### src/rtl/yolo_pkg.sv
// yolo_pkg: shared pixel-word geometry and streamer state type.
// Used by fmap_streamer and stream_skid.
package yolo_pkg;

  localparam int PIXEL_W     = 64;
  localparam int CH_PER_WORD = 8;

  typedef enum logic [1:0] {
    ST_IDLE,
    ST_RUN,
    ST_DRAIN
  } strm_state_e;

endpackage

### src/rtl/fmap_streamer_skid.sv
// stream_skid: 2-entry valid/ready buffer with bypass when empty.
// Upstream pushes unconditionally; the producer owns the slot budget.
module stream_skid
  import yolo_pkg::*;
#(
  parameter int DW = PIXEL_W
) (
  input  logic          clk,
  input  logic          rst_n,
  input  logic          i_valid,
  input  logic [DW-1:0] i_data,
  input  logic          i_ready,
  output logic          o_valid,
  output logic [DW-1:0] o_data,
  output logic [1:0]    o_count
);

  logic [DW-1:0] r_mem [2];
  logic          r_wp;
  logic          r_rp;
  logic [1:0]    r_cnt;
  logic          w_byp;
  logic          w_push;
  logic          w_pop;

  assign w_byp   = (r_cnt == 2'd0);
  assign o_valid = !w_byp || i_valid;
  assign o_data  = !w_byp  ? r_mem[r_rp] :
                   i_valid ? i_data : '0;
  assign w_pop   = !w_byp && i_ready;
  // a beat shown in bypass but not taken is parked for the next cycle
  assign w_push  = i_valid && !(w_byp && i_ready);
  assign o_count = r_cnt;

  always_ff @(posedge clk) begin
    if (!rst_n) begin
      r_mem[0] <= '0;
      r_mem[1] <= '0;
      r_wp     <= 1'b0;
      r_rp     <= 1'b0;
      r_cnt    <= 2'd0;
    end else begin
      if (w_push) begin
        r_mem[r_wp] <= i_data;
        r_wp        <= ~r_wp;
      end
      if (w_pop) r_rp <= ~r_rp;
      r_cnt <= r_cnt + {1'b0, w_push} - {1'b0, w_pop};
    end
  end

endmodule

### src/rtl/fmap_streamer.sv
// fmap_streamer: NHWC feature-map reader, 8 channels per beat.
// Define FMAP_STREAMER_PAD_EN for a 1-pixel zero border.
module fmap_streamer
  import yolo_pkg::*;
#(
  parameter int ADDR_W  = 32,
  parameter int MAX_DIM = 1024
) (
  input  logic               clk,
  input  logic               rst_n,
  input  logic               start,
  input  logic [15:0]        in_channels,
  input  logic [15:0]        img_width,
  input  logic [15:0]        img_height,
  input  logic [ADDR_W-1:0]  base_addr,
  output logic               mem_rd_en,
  output logic [ADDR_W-1:0]  mem_rd_addr,
  input  logic [PIXEL_W-1:0] mem_rd_data,
  output logic [PIXEL_W-1:0] pixel_out,
  output logic               data_valid,
  input  logic               out_ready,
  output logic               busy,
  output logic               done
);

  localparam int DW = $clog2(MAX_DIM + 3);
  localparam int GS = $clog2(CH_PER_WORD);
  localparam int GW = 16 - GS;

  strm_state_e       r_state;
  strm_state_e       w_next;
  logic [GW-1:0]     r_g;
  logic [GW-1:0]     r_gmax;
  logic [DW-1:0]     r_c;
  logic [DW-1:0]     r_cmax;
  logic [DW-1:0]     r_r;
  logic [DW-1:0]     r_rmax;
  logic [ADDR_W-1:0] r_addr;
  logic              r_vld_d;
  logic              r_done;

  logic [GW-1:0]      w_grp;
  logic               w_zero;
  logic [1:0]         w_cnt;
  logic [2:0]         w_occ;
  logic [2:0]         w_left;
  logic               w_xfer;
  logic               w_issue;
  logic               w_rd;
  logic               w_last_g;
  logic               w_last_c;
  logic               w_last;
  logic               w_final;
  logic [PIXEL_W-1:0] w_din;
  logic               w_unused;

  assign w_grp    = in_channels[15:GS];
  assign w_zero   = (w_grp == '0) || (img_width == '0) ||
                    (img_height == '0);
  assign w_unused = ^in_channels[GS-1:0];

  assign w_xfer  = data_valid && out_ready;
  assign w_occ   = {1'b0, w_cnt} + {2'b0, r_vld_d};
  assign w_left  = w_occ - {2'b0, w_xfer};
  // only issue when the beat already in flight still leaves a free slot
  assign w_issue = (r_state == ST_RUN) && (w_left <= 3'd1);

  assign w_last_g = (r_g == r_gmax);
  assign w_last_c = (r_c == r_cmax);
  assign w_last   = w_last_g && w_last_c && (r_r == r_rmax);
  assign w_final  = (r_state == ST_DRAIN) && w_xfer &&
                    (w_occ == 3'd1);

`ifdef FMAP_STREAMER_PAD_EN
  logic w_pad;
  logic r_pad_d;
  assign w_pad = (r_r == '0) || (r_r == r_rmax) ||
                 (r_c == '0) || (r_c == r_cmax);
  assign w_rd  = w_issue && !w_pad;
  assign w_din = r_pad_d ? '0 : mem_rd_data;

  always_ff @(posedge clk) begin
    if (!rst_n) r_pad_d <= 1'b0;
    else        r_pad_d <= w_pad;
  end
`else
  assign w_rd  = w_issue;
  assign w_din = mem_rd_data;
`endif

  assign mem_rd_en   = w_rd;
  assign mem_rd_addr = r_addr;
  assign busy        = (r_state != ST_IDLE);
  assign done        = r_done;

  always_comb begin
    w_next = r_state;
    unique case (r_state)
      ST_IDLE:  if (start && !w_zero) w_next = ST_RUN;
      ST_RUN:   if (w_issue && w_last) w_next = ST_DRAIN;
      ST_DRAIN: if (w_final) w_next = ST_IDLE;
      default:  w_next = ST_IDLE;
    endcase
  end

  always_ff @(posedge clk) begin
    if (!rst_n) begin
      r_state <= ST_IDLE;
      r_g     <= '0;
      r_gmax  <= '0;
      r_c     <= '0;
      r_cmax  <= '0;
      r_r     <= '0;
      r_rmax  <= '0;
      r_addr  <= '0;
      r_vld_d <= 1'b0;
      r_done  <= 1'b0;
    end else begin
      r_state <= w_next;
      r_vld_d <= w_issue;
      r_done  <= w_final ||
                 ((r_state == ST_IDLE) && start && w_zero);
      if ((r_state == ST_IDLE) && start) begin
        r_g    <= '0;
        r_c    <= '0;
        r_r    <= '0;
        r_gmax <= w_grp - 1'b1;
        r_addr <= base_addr;
`ifdef FMAP_STREAMER_PAD_EN
        r_cmax <= img_width[DW-1:0] + 1'b1;
        r_rmax <= img_height[DW-1:0] + 1'b1;
`else
        r_cmax <= img_width[DW-1:0] - 1'b1;
        r_rmax <= img_height[DW-1:0] - 1'b1;
`endif
      end else if (w_issue) begin
        if (w_rd) r_addr <= r_addr + 1'b1;
        if (!w_last_g) begin
          r_g <= r_g + 1'b1;
        end else begin
          r_g <= '0;
          if (!w_last_c) begin
            r_c <= r_c + 1'b1;
          end else begin
            r_c <= '0;
            r_r <= r_r + 1'b1;
          end
        end
      end
    end
  end

  stream_skid #(
    .DW(PIXEL_W)
  ) u_skid (
    .clk     (clk),
    .rst_n   (rst_n),
    .i_valid (r_vld_d),
    .i_data  (w_din),
    .i_ready (out_ready),
    .o_valid (data_valid),
    .o_data  (pixel_out),
    .o_count (w_cnt)
  );

endmodule

### config.mk
export PLATFORM = sky130hd
export DESIGN_NAME = fmap_streamer
export DESIGN_NICKNAME = d
export VERILOG_FILES = /design/src/rtl/yolo_pkg.sv /design/src/rtl/fmap_streamer_skid.sv /design/src/rtl/fmap_streamer.sv
export SDC_FILE = /design/constraint.sdc
export NUM_CORES = 1
export LEC_CHECK = 0
export CAP_MARGIN = 10
export CORE_ASPECT_RATIO = 0.5
export CORE_MARGIN = 2
export CORE_UTILIZATION = 47
export CTS_CLUSTER_SIZE = 8
export DETAILED_ROUTE_END_ITERATION = 8
export PLACE_DENSITY = 0.84
export SLEW_MARGIN = 20
export SYNTH_ARGS = -nofsm -noshare
export SYNTH_HDL_FRONTEND = slang
export SYNTH_SLANG_ARGS = --single-unit
### constraint.sdc
create_clock -name clk -period 7.5 [get_ports clk]
set_clock_uncertainty 0.15 [all_clocks]
set_input_delay 1.5 -clock clk [delete_from_list [all_inputs] [get_ports clk]]
set_output_delay 1.5 -clock clk [all_outputs]
set_load 0.01 [all_outputs]
* Yosys cells after proc, flatten, opt, wreduce, memory -nomap -nowiden
Memory sizes are Yosys's and may differ from the RTL's. A register that Yosys moved wholly into a read port is not among the register bits.
Cells that the tools add are included.
** Operators by class
- Add/subtract/negate cells :: 11
- Order comparisons :: 1
- Equal/unequal tests :: 9
- Muxes and demuxes :: 19
- Bitwise gates (word level) :: 3
- Reductions and logical operators :: 32
** Operators with widths (number)
- $mux W64 :: 3
- $mux W32 :: 2
- $reduce_or A64 Y1 :: 1
- $add A32 B1 Y32 const B :: 1
- $logic_not A16 Y1 :: 2
- $add A11 B1 Y11 const B :: 2
- $eq A11 B11 Y1 :: 2
- $sub A11 B1 Y11 const B :: 2
- $add A13 B1 Y13 const B :: 1
- $eq A13 B13 Y1 :: 1
- $logic_and A1 B1 Y1 :: 13
- $logic_not A13 Y1 :: 1
- $mux W13 :: 1
- $sub A13 B1 Y13 const B :: 1
- $mux W11 :: 1
- $mux W1 :: 8
- $mux W2 :: 3
- $pmux W2 S3 :: 1
- $reduce_and A3 Y1 :: 2
- $logic_not A2 Y1 :: 2
- $logic_or A1 B1 Y1 :: 4
- $ne A2 B2 Y1 const B :: 2
- $reduce_bool A2 Y1 :: 2
- $add A2 B1 Y3 :: 1
- other kinds (12) :: 16
** Storage, ports and cells
- Flip-flop bits (word level) :: 110
- Bits in writable memories :: 128
- Input port bits :: 148
- Output and inout bits :: 100
- Memories kept :: 1
** Memory list
- u_skid.r_mem :: depth 2, bits a word 64, read ports 1, clocked after memory_dff 1, write ports 2, line fmap_streamer_skid.sv:18 : logic [DW-1:0] r_mem [2];

* Logic depth before layout (Yosys ltp)
- Depth in word-level cells :: 10
- Gate-level depth with buffers :: 13

* Cells and area by module
A second synthesis with hierarchy kept.
** Second synthesis, totals
- Cell total of the unflattened synthesis :: 1222
- Area total of the unflattened synthesis :: 12313.1 um2
** By module, submodules not included
- stream_skid :: instances 1, cells each 517, area each 6448.7 um2, seq. area each 3943.8 um2
- fmap_streamer :: instances 1, cells each 705, area each 5864.4 um2, seq. area each 2122.0 um2

* Worst setup path after synthesis
OpenSTA, ideal clock, no wires.
- Path kind :: in2reg
- Start :: input out_ready
- End :: memory u_skid.r_mem[0][0] (netlist name) (enable)
- Data arrival time :: 6449 ps
- Data required time :: 6776 ps
- Setup slack :: 327 ps
- Cell stages on the path :: 3
- Path through :: a21boi_0 inv_1 o21ai_0
** RTL lines
- start: declaration :: line fmap_streamer.sv:21 : input logic out_ready,
- end: declaration :: line fmap_streamer_skid.sv:18

* Worst setup path after layout
- Start :: input out_ready
- End :: output mem_rd_en
** On the way
- Word-level cells in the longest chain between the ends :: 4
** Ends and longest elaborated chain
- $logic_and A1 B1 Y1 :: line fmap_streamer.sv:62 : assign w_xfer = data_valid && out_ready;
- $sub A3 B1 Y3 :: line fmap_streamer.sv:64 : assign w_left = w_occ - {2'b0, w_xfer};
- $le A3 B1 Y1 :: line fmap_streamer.sv:66 : assign w_issue = (r_state == ST_RUN) && (w_left <= 3'd1);
- $logic_and A1 B1 Y1 :: line fmap_streamer.sv:66
- end: declaration :: line fmap_streamer.sv:16 : output logic mem_rd_en,
No other way between the ends.

==> metrics.md <==
| Metric | Value |
|---|---|
| Met2 Resource Use GR | 40.66% |
| Number of buffers created by CTS | 35 |
| Count of distinct cell types in the synthesized netlist | 54 |
| Data arrival time of the critical path | 3.78 ns |
| Routability cong. | 0.8850 |
| Net Count, Synth | 1364 |
| Die height | 117.3 um |
| Async SR Flop Fraction | 0% |
| Pin count of the biggest net entering global routing | 84 |
| Detailed placer's ending HPWL | 20680 um |
| Global-route wire length before repair | 48650 um |
| Pre-CTS WS | 2.084 ns |
| Number of standard-cell rows in the floorplan | 41 |
| Count of final max-slew check failures | 0 |
| Clock period minus worst slack | 5.430 ns |
| Total via count after detailed routing | 9825 |
| Area of placed instances | 14760 um^2 |
| Max-cap violation count | 0 |
| Area growth from synthesis to final layout | 30.48% |
| Number of remaining DRC errors | 0 |
| Sinks on Clock Net | 239 |
| Fraction of final layout cells sized beyond drive strength 1 | 4.752% |
| Die width | 230.6 um |
| Cells after synthesis | 1203 |
| Floorplan die area | 27040 um^2 |
| Slew @ Worst Pin | 1.071 ns |
| Area inside the core boundary | 25190 um^2 |
| Tot GR Track Use | 22.38% |
| Root Driver | clkbuf_16 |
| Maximum ir drop on the vdd rail | 0.1386 mV |
| Critical Path RT | 5.85 ns |
| Number of top-level design ports | 248 |
| Status | finished clean |
| Element type at the critical path start | input pin |
| Initial DRC Count | 786 |
| Number of gates resized after cts | 0 |
| Met3 layer usage reported by global route | 3.900% |
| Synth Register Bits | 239 |
| Number of global-route vias before repair | 9721 |
| Commonest cells post-synth | and2_1 (137), edfxtp_1 (128), dfxtp_1 (111) |
| Hold buffer count at cts | 0 |
| Power density of the placed cells | 319.4 nW/um^2 |
| Count of endpoints failing hold in the final timing report | 0 |
| Fraction of the yosys area taken by sequential cells | 50.29% |
| Worst hold path stage count | 2 |
| Dominant register cell in the synthesized netlist | edfxtp_1 |
| Count of flip-flops with a built-in enable after synthesis | 128 |
| Drt total wl | 31150 um |
| 1st-pass router iterations | 5 |
| Average vias per placed instance | 5.529 |
| Fraction of the core area covered by cells at the end of the flow | 62.49% |
| Number of antenna violations at the first check in global routing | 2 |
| Antenna viol nets, final | 0 |
| Crit end category | primary output |
| Crit share post-route | 72.40% |
| Depth of the worst register-to-register path | 4 |
| Effective utilization at floorplan | 47.89% |
| Achievable Freq | 184.2 MHz |
| CTS Buffer Depth | 3 |
| Slew Limit Headroom | 28.33% |
| Setup-violating endpoint count in the final report | 0 |
| Path type of the worst min-delay path | register to register |
| CTS tree | done |
| Crit Path Max Fanout | 7 |
| Worst setup path class | input pin to primary output |
| Post-synthesis cell type with the largest combined area | edfxtp_1 |
| Post-route non-filler standard cell count | 1777 |
| Worst skew pair latency | 0.49 ns |
| Most used routing layer in global routing | met2 |
| Top cell type's share of synthesized area | 31.86% |
| Yosys warning count | 0 |
| Total grt overflow | 0 |
| Static leakage | 5.531 nW |
| Met1 routing resource usage after global routing | 27.25% |
| Synthesized area | 12060 um^2 |
| Mapped Avg Cell Area | 10.03 um^2 |
| Setup fix buffers added after clock tree synthesis | 0 |
| Mean routed wirelength per cell | 17.53 um |
| Setup TNS | 0 ns |
| Cells after DPL | 1727 |
| Number of nets in the final layout | 1581 |
| Most common cell in the netlist | and2_1 |
| Post-CTS clock slew at the launch and capture registers of the worst setup and hold paths | 0.05 ns |
| Port buffer count | 244 |
| Setup WS post-layout | 2.070 ns |
| H-tree lvl count | 2 |
| RSZ-0062 raised after global routing | false |
| Area of all placed cells without fillers | 15740 um^2 |
| Cell types with the largest area share after synthesis | edfxtp_1 (32%), dfxtp_1 (18%), and2_1 (7.1%) |
state kept, by name, summed over array words and instances, names as in the netlist, 2 cells and up, named ones only:
name	flops
u_skid.r_mem	128
r_c	11
mem_rd_addr	32
r_g	13
r_gmax	13
r_cmax	11
r_r	11
u_skid.o_count	2
r_state	2
r_rmax	11
worst paths after layout:
check	slack [ns]	from	end
worst min register to register	0.35	r_c[10]	r_c[10]
worst max register to register	3.38	r_vld_d	u_skid.r_mem[1][41]
worst max-delay path	2.07	out_ready	mem_rd_en
worst min-delay path	0.35	r_c[10]	r_c[10]
through the flow:
step,power (mW),hold WS [ns]
finish,5.028,0.3459
global placement,3.581,0.3189
floorplan,2.783,0.3046
CTS,5.055,0.3457
global route,5.292,0.3755
detailed placement,3.631,0.3395
placed cells by master (no fill, tap or decap), types with 10 or more instances in the layout:
cell,n
nand4_1,23
nor4_1,18
clkbuf_1,11
clkdlybuf4s50_1,244
xor2_1,59
xnor2_1,43
nor2_1,74
mux2i_1,72
ha_1,13
nor3_1,17
or4_1,15
nand2_1,42
clkbuf_16,37
and3_1,13
dfxtp_1,109
nand3_1,97
and2_1,137
a21oi_1,37
buf_4,10
a211oi_1,35
inv_1,16
o21ai_0,97
edfxtp_1,128
cell type report:
cell class	count	area, um^2
diodes	2	5.005
well taps	344	430.4
clock buffers	48	967.2
fillers	1972	9448
repair buffers	255	2529
flip-flops and latches	239	6071
inverters	17	63.81
multi-input cells	872	5674
report_power, final:
part           internal [mW]  total (mW)  switching [mW]
registers               1.60        1.76           0.154
clock network          0.882        1.42           0.540
logic                  0.846        1.85            1.00
total                   3.33        5.03            1.70
worst max-delay path, stage by stage:
cell and delay [ns]:
clkdlybuf4s50_1 0.50, and2_1 0.18, ha_1 0.16, ha_1 0.22
xor2_1 0.49, nor2_1 0.21, clkdlybuf4s50_1 0.52
cell families after synthesis:
group / count (synthesis) / synth area share (%)
simple gates: 484 / 22.09
mux: 72 / 5.974
xor+xnor: 103 / 7.541
buf+inv: 92 / 2.966
fa+ha+maj: 13 / 1.348
compound gates: 200 / 9.792
flops: 239 / 50.29
per-layer routing:
layer	vias up	part of all wire (%)	routed length (um)
li1	4787	-	-
met1	4725	42	13040
met2	253	51	15850
met3	60	4.7	1458
met4	0	2.6	801
met5	-	0	0
No activity file was read; power rests on OpenSTA's default activity.
